### config.mk
export PLATFORM = sky130hd
export DESIGN_NAME = lcd_row_streamer
export DESIGN_NICKNAME = d
export VERILOG_FILES = /design/src/rtl/lcd_pkg.sv /design/src/rtl/lcd_last_char_finder.sv /design/src/rtl/lcd_row_streamer.sv
export SDC_FILE = /design/constraint.sdc
export NUM_CORES = 1
export LEC_CHECK = 0
export CAP_MARGIN = 20
export CORE_UTILIZATION = 56
export CTS_BUF_LIST = sky130_fd_sc_hd__clkbuf_8
export DETAILED_ROUTE_END_ITERATION = 10
export PLACE_DENSITY = 0.94
export SLEW_MARGIN = 20
export SYNTH_ARGS = -nofsm -noshare
export SYNTH_HDL_FRONTEND = slang
export SYNTH_SLANG_ARGS = --single-unit
### constraint.sdc
create_clock -name CLK -period 7.7 [get_ports CLK]
set_input_delay 2.31 -clock CLK [delete_from_list [all_inputs] [get_ports CLK]]
set_output_delay 2.31 -clock CLK [all_outputs]
set_load 0.005 [all_outputs]
### src/rtl/lcd_pkg.sv
// lcd_pkg: shared constants, FSM encoding and DDRAM command helper for the LCD row streamer.
package lcd_pkg;
    typedef enum logic [2:0] {IDLE, CMD, DATA, WAIT_RS, DONE} state_t;
    localparam logic [7:0] CMD_SET_DDRAM = 8'h80;
    localparam logic [7:0] CHAR_SPACE = 8'h20;
    localparam logic [3:0][7:0] ROW_BASE = {8'h54, 8'h14, 8'h40, 8'h00};
    function automatic logic [7:0] ddram_cmd(input logic [1:0] row);
        return CMD_SET_DDRAM | ROW_BASE[row];
    endfunction
endpackage

### src/rtl/lcd_last_char_finder.sv
// lcd_last_char_finder: index of the last non-space character of a row, plus an all-blank flag.
module lcd_last_char_finder
    import lcd_pkg::*;
#(
    parameter int COLS = 20,
    parameter int IW = 5
) (
    input  logic [COLS*8-1:0] db_i,
    output logic [IW-1:0]     last_o,
    output logic              all_blank_o
);
    always_comb begin
        last_o = '0;
        all_blank_o = 1'b1;
        for (int i = 0; i < COLS; i++) begin
            if (db_i[(COLS-1-i)*8 +: 8] != CHAR_SPACE) begin
                last_o = IW'(i);
                all_blank_o = 1'b0;
            end
        end
    end
endmodule

### src/rtl/lcd_row_streamer.sv
// lcd_row_streamer: captures one LCD row, sends the set-DDRAM command for it,
// then streams its characters one accepted byte at a time.
module lcd_row_streamer
    import lcd_pkg::*;
#(
    parameter int COLS = 20,
    parameter int ROWS = 4,
    parameter int TRIM_TRAILING = 0
) (
    input  logic              CLK,
    input  logic              Reset,
    input  logic              Write,
    input  logic [1:0]        Row,
    input  logic [COLS*8-1:0] DB,
    input  logic              Lista,
    input  logic              LCD_RS,
    output logic              Escribir,
    output logic              Es_Comando,
    output logic [7:0]        Dato_E_LCD,
    output logic              Ocupado,
    output logic              Lista2,
    output logic              Error
);
    localparam int IW = COLS > 1 ? $clog2(COLS) : 1;

    state_t                 state_q;
    logic [COLS-1:0][7:0]   db_q;
    logic [IW-1:0]          idx_q, last_q, last_d;
    logic                   blank_q, blank_d;
    logic                   esc_q, cmd_q, busy_q, done_q, err_q;
    logic [7:0]             dato_q;

    if (TRIM_TRAILING != 0) begin : g_trim
        lcd_last_char_finder #(.COLS(COLS), .IW(IW)) u_find (
            .db_i       (DB),
            .last_o     (last_d),
            .all_blank_o(blank_d)
        );
    end else begin : g_full
        assign last_d  = IW'(COLS - 1);
        assign blank_d = 1'b0;
    end

    // char 0 sits in the top byte of DB, so character i lives at db_q[COLS-1-i]
    always_ff @(posedge CLK) begin
        if (Reset) begin
            state_q <= IDLE;
            db_q    <= '0;
            idx_q   <= '0;
            last_q  <= '0;
            blank_q <= 1'b0;
            esc_q   <= 1'b0;
            cmd_q   <= 1'b0;
            busy_q  <= 1'b0;
            done_q  <= 1'b0;
            err_q   <= 1'b0;
            dato_q  <= '0;
        end else begin
            done_q <= 1'b0;
            err_q  <= 1'b0;
            case (state_q)
                IDLE: if (Write) begin
                    if (32'(Row) < ROWS) begin
                        state_q <= CMD;
                        db_q    <= DB;
                        last_q  <= last_d;
                        blank_q <= blank_d;
                        idx_q   <= '0;
                        esc_q   <= 1'b1;
                        cmd_q   <= 1'b1;
                        busy_q  <= 1'b1;
                        dato_q  <= ddram_cmd(Row);
                    end else begin
                        err_q <= 1'b1;
                    end
                end
                CMD: if (Lista) begin
                    cmd_q   <= 1'b0;
                    state_q <= blank_q ? WAIT_RS : DATA;
                    esc_q   <= !blank_q;
                    dato_q  <= blank_q ? 8'h00 : db_q[IW'(COLS - 1)];
                end
                DATA: if (Lista) begin
                    if (idx_q == last_q) begin
                        state_q <= WAIT_RS;
                        esc_q   <= 1'b0;
                        dato_q  <= 8'h00;
                    end else begin
                        idx_q  <= idx_q + IW'(1);
                        dato_q <= db_q[IW'(COLS - 1) - (idx_q + IW'(1))];
                    end
                end
                WAIT_RS: if (!LCD_RS) begin
                    state_q <= DONE;
                    done_q  <= 1'b1;
                end
                DONE: begin
                    state_q <= IDLE;
                    busy_q  <= 1'b0;
                end
                default: state_q <= IDLE;
            endcase
        end
    end

    assign Escribir   = esc_q;
    assign Es_Comando = cmd_q;
    assign Dato_E_LCD = dato_q;
    assign Ocupado    = busy_q;
    assign Lista2     = done_q;
    assign Error      = err_q;
endmodule

==> impl_metrics.yaml, run 1 <==
sta:
  setup_viol: 0
  worst_pin_slew_ps: 1052
  final_hold_viol_count: 0
  fin_crit_sh: 0.5908
  finalClockSkew_ps: 10.98
  rsz0062_at_grt: "false"
  setup_slack_ps: 3151
  setup-tns-final_ps: 0
  slew_headroom: 0.2986
  worst_hold_slack_ps: 454.5
  finalMaxSlewViolations: 0
  max_freq_mhz: 219.8
  period_needed_ps: 4549
synthesis:
  synth-seq-cells: 181
  synth_edf_count: 0
  syn_nets: 1101
  yosys.area.top_type_share: 0.4651
  ys.flop_type: "dfxtp_1"
  yosysSeqAreaShare: 0.4651
  synth_warnings: 0
  syn_avg_cell_area_um2: 8.360
  synth_commonest_cells: "nand2_1 (358), dfxtp_1 (181), a21oi_1 (175)"
  synth-async-reset-ratio: 0
  synthCells: 932
  yosysMostFrequentCell: "nand2_1"
  syn-cell-area_mm2: 0.007791
  synth_cell_types: 48
  synthTopCellsByArea: "dfxtp_1 (47%), nand2_1 (17%), mux4_2 (11%), a21oi_1 (11%), clkbuf_1 (2.4%)"
  yosysTopAreaCell: "dfxtp_1"
critical_path:
  cp_max_fo: 101
  worst_r2r_endpoint: "Dato_E_LCD[5]"
  worstPathArrival_ps: 4930
  worstPathRequired_ps: 8080
  worstSetupPathType: "primary input to flip-flop"
  ff2ff_setup_slack_ps: 4190
  reg2regPathDepth: 11
  worst_setup_path_start_kind: "primary input"
  endpoint_kind: "flip-flop"
  r2r_start: "idx_q[1]"
drt:
  finalWirelength_um: 20550
  via_per_inst: 5.695
  vias: 7119
  route.detailed.drc: 0
  routedWlPerCell_um: 16.44
  drt-initial-drc-count: 753
  dr.pass1.iters: 6
  antenna_left: 0
place:
  gp_congestion: 0.8768
  place_area_mm2: 0.009533
  dp_slack_ps: 2794
  dp_hpwl_um: 13800
  numPortBuffers: 178
floorplanning:
  io_pins: 180
  die_area_mm2: 0.01439
  die_w_um: 120.0
  initial_utilization: 0.5814
  num_rows: 42
  die_y_um: 120.0
  core-area_mm2: 0.01340
clocking:
  clk_latency_ps: 460
  cts_buffers: 17
  root_buffer: "clkbuf_8"
  cts_resized: 0
  cts_buffer_depth: 2
  cts.sinks: 181
  cts_tree: "built"
  ctsHtreeMaxLevel: 4
  hold_buffers: 0
  postCtsSetupBuffers: 0
  clkTransAtPathRegs_ps: 80
cells_and_area:
  final_area_mm2: 0.009911
  syn_to_final_growth_pct: 27.20
  drive_gt1_frac: 0.08022
  seq_area_mm2: 0.003625
  fill_cells: 976
  fin_nets: 1228
  multi_input_area_mm2: 0.003836
global_route:
  grtUsageTotal: 0.2925
  antenna_found_initial: 2
  overflow: 0
  grt_pass1_vias: 6723
  grt_pass1_wl_um: 32570
  grt_start_max_net_pins: 162
run:
  cap_viol_max_count: 0
min_path:
  hold_end: "db_q[156]"
  hold_path_class: "flip-flop to flip-flop"
  hold_depth: 2
  hold_start: "db_q[156]"
power_and_ir_drop:
  p_comb_frac: 0.168
  p_leak_nw: 3.521
  p_clk_frac: 0.307
  switching_share: 0.2675
  ir_drop_uv: 132.5
  power.density_mw_per_mm2: 200.3
  seqPwrFrac: 0.525
  power.net_switching_mw: 0.5309
  p_int_mw: 1.454
run_status:
  status: "finished clean"
power groups by stage:
stage / registers (mW) / logic [mW] / clock network (mW)
final: 1.04 / 0.333 / 0.610
after global routing: 1.05 / 0.365 / 0.650
after CTS: 1.04 / 0.331 / 0.615
after detailed placement: 1.06 / 0.329 / 0
after global placement: 1.06 / 0.320 / 0
after floorplan: 1.05 / 0.194 / 0
worst max path at each step:
stage           from  endpoint  slack, ps  cells after the start
2_1_floorplan  Write   db_q[0]       4190                      6
3_3_place_gp   Write  db_q[54]       2880                      6
3_5_place_dp   Write  db_q[28]       2790                      6
4_1_cts        Write  db_q[33]       3220                      6
5_1_grt        Write  db_q[22]       2950                      6
6_report       Write  db_q[33]       3150                      6
layer usage:
layer,vias to the layer above,global-route usage,part of all wire
li1,3420,-,-
met1,3339,0.3567,0.39
met2,317,0.4939,0.51
met3,43,0.06654,0.071
met4,0,0.1258,0.027
met5,-,0,0
layout by cell type (no fill, tap or decap), types with 2 or more instances in the layout:
cell,instances
xor2_1,2
dfxtp_1,180
buf_4,5
nand2_1,358
mux4_2,39
a21oi_1,175
diode_2,2
a311oi_1,3
clkinv_2,6
nand2b_1,4
a31oi_1,2
a211oi_1,3
nor2b_1,3
nor2_1,13
nand3_1,12
xnor2_1,2
nor4_1,2
clkdlybuf4s50_1,177
nor3_1,3
nor3_2,2
o31ai_1,2
and3_1,2
o2111ai_1,2
clkbuf_8,21
o21ai_0,2
inv_1,5
mux2i_1,9
o22ai_1,2
a32oi_1,5
o211ai_1,5
sequential cells by signal, indices dropped and copies added (netlist names):
register,cells
state_q,3
Ocupado,1
Lista2,1
Dato_E_LCD,8
db_q,160
Escribir,1
idx_q,5
last_q,1
Es_Comando,1
area by class of cell:
cell class                 instances  share of cell area
tap                              176             0.02222
timing repair buffer             184              0.1857
clock buffer                      21             0.02916
clock inverter                    11            0.008459
sequential                       181              0.3657
inverter                           3            0.001136
antenna                            2           0.0005050
multi-input combinational        672              0.3871
per-stage QoR:
| stage | power [mW] | instances | util |
|---|---|---|---|
| 2_1_floorplan | 1.245 | 932 | - |
| 3_3_place_gp | 1.379 | 1216 | 0.7114 |
| 3_5_place_dp | 1.392 | 1216 | 0.7114 |
| 4_1_cts | 1.988 | 1248 | 0.7392 |
| 5_1_grt | 2.065 | 1250 | 0.7396 |
| 6_report | 1.985 | 1250 | 0.7396 |
logic make-up after synthesis:
logic type / share of synthesized area
simple gates: 0.2080
other cells: 0.0004813
buf+inv: 0.04416
mux: 0.1243
fa+ha+maj: 0.003211
flops: 0.4651
compound gates: 0.1503
xor+xnor: 0.004497
worst max-delay path: stages:
cell	delay [ps]
clkdlybuf4s50_1	530
nand2b_1	190
or3_4	800
buf_4	630
nand2_1	170
a21oi_1	210
Power figures use the tool's default switching activity.
==> run 2, diff against run 1 <==
--- a/config.mk
+++ b/config.mk
@@ -6,10 +6,10 @@
 export NUM_CORES = 1
 export LEC_CHECK = 0
 export CAP_MARGIN = 20
-export CORE_UTILIZATION = 56
+export CORE_UTILIZATION = 52
 export CTS_BUF_LIST = sky130_fd_sc_hd__clkbuf_8
 export DETAILED_ROUTE_END_ITERATION = 10
-export PLACE_DENSITY = 0.94
+export PLACE_DENSITY = 0.89
 export SLEW_MARGIN = 20
 export SYNTH_ARGS = -nofsm -noshare
 export SYNTH_HDL_FRONTEND = slang
==> constraint.sdc (replaced) <==
create_clock -name CLK -period 4.7 [get_ports CLK]
set_input_delay 1.41 -clock CLK [delete_from_list [all_inputs] [get_ports CLK]]
set_output_delay 1.41 -clock CLK [all_outputs]
set_load 0.005 [all_outputs]
==> impl_metrics.yaml, run 2 (same netlist as run 1, synthesis figures left out) <==
power_and_ir_drop:
  p_int_mw: 2.455
  p_clk_frac: 0.323
  p_total_mw: 3.350
  power.net_switching_mw: 0.8950
  p_leak_nw: 3.546
  power.density_mw_per_mm2: 335.0
  p_comb_frac: 0.164
  seqPwrFrac: 0.513
  switching_share: 0.2671
  ir_drop_uv: 206.0
critical_path:
  worstSetupPathType: "flip-flop to flip-flop"
  r2r_start: "idx_q[1]"
  endpoint_kind: "flip-flop"
  worst_setup_path_start_kind: "flip-flop"
  cp_max_fo: 16
  worst_r2r_endpoint: "Dato_E_LCD[3]"
  worstPathArrival_ps: 3720
  ff2ff_setup_slack_ps: 1290
  worstPathRequired_ps: 5010
  reg2regPathDepth: 10
min_path:
  hold_start: "db_q[14]"
  hold_end: "db_q[14]"
  hold_path_class: "flip-flop to flip-flop"
  hold_depth: 2
clocking:
  postCtsSetupBuffers: 0
  cts_tree: "built"
  ctsHtreeMaxLevel: 4
  cts_buffer_depth: 2
  cts_buffers: 17
  clk_latency_ps: 460
  root_buffer: "clkbuf_8"
  cts_resized: 0
  clkTransAtPathRegs_ps: 90
  cts.sinks: 181
  hold_buffers: 0
drt:
  antenna_left: 0
  vias: 7107
  routedWlPerCell_um: 16.93
  drt-initial-drc-count: 672
  via_per_inst: 5.636
  dr.pass1.iters: 5
  finalWirelength_um: 21340
  route.detailed.drc: 0
run_status:
  status: "finished clean"
place:
  gp_congestion: 0.8761
  dp_hpwl_um: 15050
  numPortBuffers: 178
  dp.cells: 1229
  dp_slack_ps: 1116
cells_and_area:
  fin_cells: 1261
  drive_gt1_frac: 0.08542
  final_core_util: 0.6855
  final_cell_mix: "nand2_1 (358), dfxtp_1 (180), clkdlybuf4s50_1 (177)"
  syn_to_final_growth_pct: 28.36
  largest_register_ffs: 160
  fill_cells: 1142
  final_common_cell: "nand2_1"
  fin_nets: 1233
  regMostFlops: "db_q"
  antenna_cells: 0
sta:
  max_freq_mhz: 293.2
  rsz0062_at_grt: "false"
  fin_crit_sh: 0.7256
  period_needed_ps: 3410
  setup-tns-final_ps: 0
  setup_viol: 0
  worst_pin_slew_ps: 894.6
  finalClockSkew_ps: 8.331
  slew_headroom: 0.4036
  final_hold_viol_count: 0
  setup_slack_ps: 1290
  finalMaxSlewViolations: 0
floorplanning:
  initial_utilization: 0.5340
  core-area_mm2: 0.01459
  die_y_um: 124.4
  die_w_um: 124.4
  io_pins: 180
  die_area_mm2: 0.01548
  num_rows: 44
global_route:
  grt_start_max_net_pins: 123
  grtUsageTotal: 0.2829
  grt_pass1_vias: 6853
  antenna_found_initial: 0
  grt_pass1_wl_um: 34600
  overflow: 0
run:
  cap_viol_max_count: 0
## run 2: stage by stage
step | area (um2) | hold slack [ps]
6_report | 10000 | 454.5
5_1_grt | 10000 | 474.9
4_1_cts | 10000 | 455.3
3_5_place_dp | 9593 | 443.1
3_3_place_gp | 9593 | 438.9
2_1_floorplan | 7791 | 433.1
## run 2: how the worst max path moves through the flow
stage               startpoint            end  slack, ps  cells after the start
finish                idx_q[1]  Dato_E_LCD[3]       1290                     10
global route          idx_q[1]  Dato_E_LCD[3]       1010                     10
CTS                   idx_q[1]  Dato_E_LCD[3]       1280                     10
detailed placement       Write       db_q[99]       1120                      6
global placement         Write       db_q[60]       1190                      6
floorplan             idx_q[1]  Dato_E_LCD[0]       1400                     12
## run 2: final cells by class
class                      instances  area (um2)  area share
timing repair buffer             189        1891      0.1890
clock buffer                      18       247.7     0.02477
inverter                           3       11.26    0.001126
tap                              184       230.2     0.02302
clock inverter                    14       160.2     0.01601
multi-input combinational        672        3836      0.3836
sequential                       181        3625      0.3624
## run 2: critical path, cell delays in order (launching register included)
cell      delay, ps
dfxtp_1         450
ha_2            300
xor2_1          170
buf_4           240
inv_1           220
ha_1            870
mux4_2          610
nand2_1          90
nand2_1          50
o211ai_1        150
a21oi_1          90
## run 2: power groups by stage
stage               Combinational, mW  Sequential [mW]  Clock, mW
finish                          0.551             1.72       1.08
global route                    0.605             1.73       1.15
CTS                             0.551             1.72       1.09
detailed placement              0.548             1.75          0
global placement                0.537             1.75          0
floorplan                       0.318             1.72          0
## run 2: per-layer routing
layer / GRT usage / up-vias / wire length [um]
li1: - / 3424 / -
met1: 0.3530 / 3325 / 8650
met2: 0.4638 / 307 / 10470
met3: 0.07002 / 51 / 1567
met4: 0.1226 / 0 / 651
met5: 0 / - / 0
==> run 3, diff against run 2 <==
==> constraint.sdc (replaced) <==
create_clock -name CLK -period 3.55 [get_ports CLK]
set_input_delay 1.065 -clock CLK [delete_from_list [all_inputs] [get_ports CLK]]
set_output_delay 1.065 -clock CLK [all_outputs]
set_load 0.005 [all_outputs]
==> impl_metrics.yaml, run 3 (same netlist as run 1, synthesis figures left out) <==
run_status:
  status: "finished clean"
critical_path:
  worstPathArrival_ps: 3180
  worstSetupPathType: "flip-flop to flip-flop"
  endpoint_kind: "flip-flop"
  ff2ff_setup_slack_ps: 740
  worstPathRequired_ps: 3920
  cp_max_fo: 8
  worst_setup_path_start_kind: "flip-flop"
global_route:
  grtUsageTotal: 0.2669
  overflow: 0
  grt_pass1_vias: 6640
  grt_start_max_net_pins: 161
  antenna_found_initial: 1
  grt_pass1_wl_um: 32560
cells_and_area:
  fin_nets: 1235
  largest_register_ffs: 160
  drive_gt1_frac: 0.08341
  final_cell_mix: "nand2_1 (358), dfxtp_1 (180), clkdlybuf4s50_1 (177)"
  fill_cells: 1087
  final_core_util: 0.6882
  final_common_cell: "nand2_1"
  seq_area_mm2: 0.003625
  multi_input_area_mm2: 0.003836
  syn_to_final_growth_pct: 28.86
  regMostFlops: "db_q"
sta:
  max_freq_mhz: 356.3
  slew_headroom: 0.5057
  rsz0062_at_grt: "false"
  setup_viol: 0
  worst_hold_slack_ps: 453.5
  worst_pin_slew_ps: 741.5
  fin_crit_sh: 0.7906
  finalMaxSlewViolations: 0
  final_hold_viol_count: 0
  setup-tns-final_ps: 0
  period_needed_ps: 2807
  setup_slack_ps: 743.3
  finalClockSkew_ps: 8.749
clocking:
  cts_buffer_depth: 2
  postCtsSetupBuffers: 0
  cts_tree: "built"
  cts_buffers: 17
  clk_latency_ps: 470
  root_buffer: "clkbuf_8"
  cts_resized: 0
  clkTransAtPathRegs_ps: 90
  hold_buffers: 0
  ctsHtreeMaxLevel: 4
  cts.sinks: 181
place:
  dp_hpwl_um: 14050
  dp_slack_ps: 637.0
  numPortBuffers: 178
  gp_congestion: 0.8780
power_and_ir_drop:
  p_leak_nw: 3.585
  ir_drop_uv: 267.3
  power.density_mw_per_mm2: 441.3
  p_total_mw: 4.431
floorplanning:
  die_y_um: 124.4
  core-area_mm2: 0.01459
  initial_utilization: 0.5340
  die_w_um: 124.4
  num_rows: 44
  io_pins: 180
  die_area_mm2: 0.01548
drt:
  finalWirelength_um: 20460
  route.detailed.drc: 0
  via_per_inst: 5.614
  dr.pass1.iters: 7
  drt-initial-drc-count: 536
  routedWlPerCell_um: 16.19
  antenna_left: 0
  vias: 7096
run:
  cap_viol_max_count: 0
min_path:
  hold_path_class: "flip-flop to flip-flop"
## run 3: changes by cell type in the layout (fill, tap and decap cells not counted), sizes merged
cell	change
clkinvlp	-3
inv	+3
buf	+2
clkbuf	+1
clkinv	-1
diode	+1
## run 3: final cells by class
class                      count  area share
multi-input combinational    672      0.3821
sequential                   181      0.3610
timing repair buffer         191      0.1923
clock buffer                  19     0.02605
tap                          184     0.02293
clock inverter                13     0.01421
inverter                       3    0.001122
antenna                        1   0.0002493
## run 3: worst paths after layout
kind | startpoint | end | depth (start not counted)
setup / recovery | idx_q[1] | Dato_E_LCD[2] | 9
hold / removal | db_q[67] | db_q[67] | 2
setup reg to reg | idx_q[1] | Dato_E_LCD[2] | 9
hold reg to reg | db_q[67] | db_q[67] | 2
## run 3: power by group
part	leakage [nW]	switching, mW	total, mW	internal (mW)
registers	1.49	0.0816	2.26	2.18
clock network	0.218	0.721	1.44	0.719
logic	1.88	0.363	0.730	0.367
## run 3: layer usage
metal  up-vias  track usage  share of wire
met2       289       0.4449           0.50
li1       3428            -              -
met1      3332       0.3263           0.40
met3        47      0.05713          0.071
met5         -            0              0
met4         0       0.1318          0.034
## run 3: worst max-delay path: stages (launching register included)
cell and delay (ps):
dfxtp_1 460, ha_2 310, xor2_1 230, inv_1 90, ha_1 190, xnor2_1 130, xnor2_1 230, a21oi_1 570
nand3_1 160, a311oi_1 340
## run 3: stage by stage
stage	cells	instance area, um2
3_3_place_gp	1231	9633
4_1_cts	1263	10040
2_1_floorplan	932	7791
3_5_place_dp	1231	9633
5_1_grt	1264	10040
6_report	1264	10040
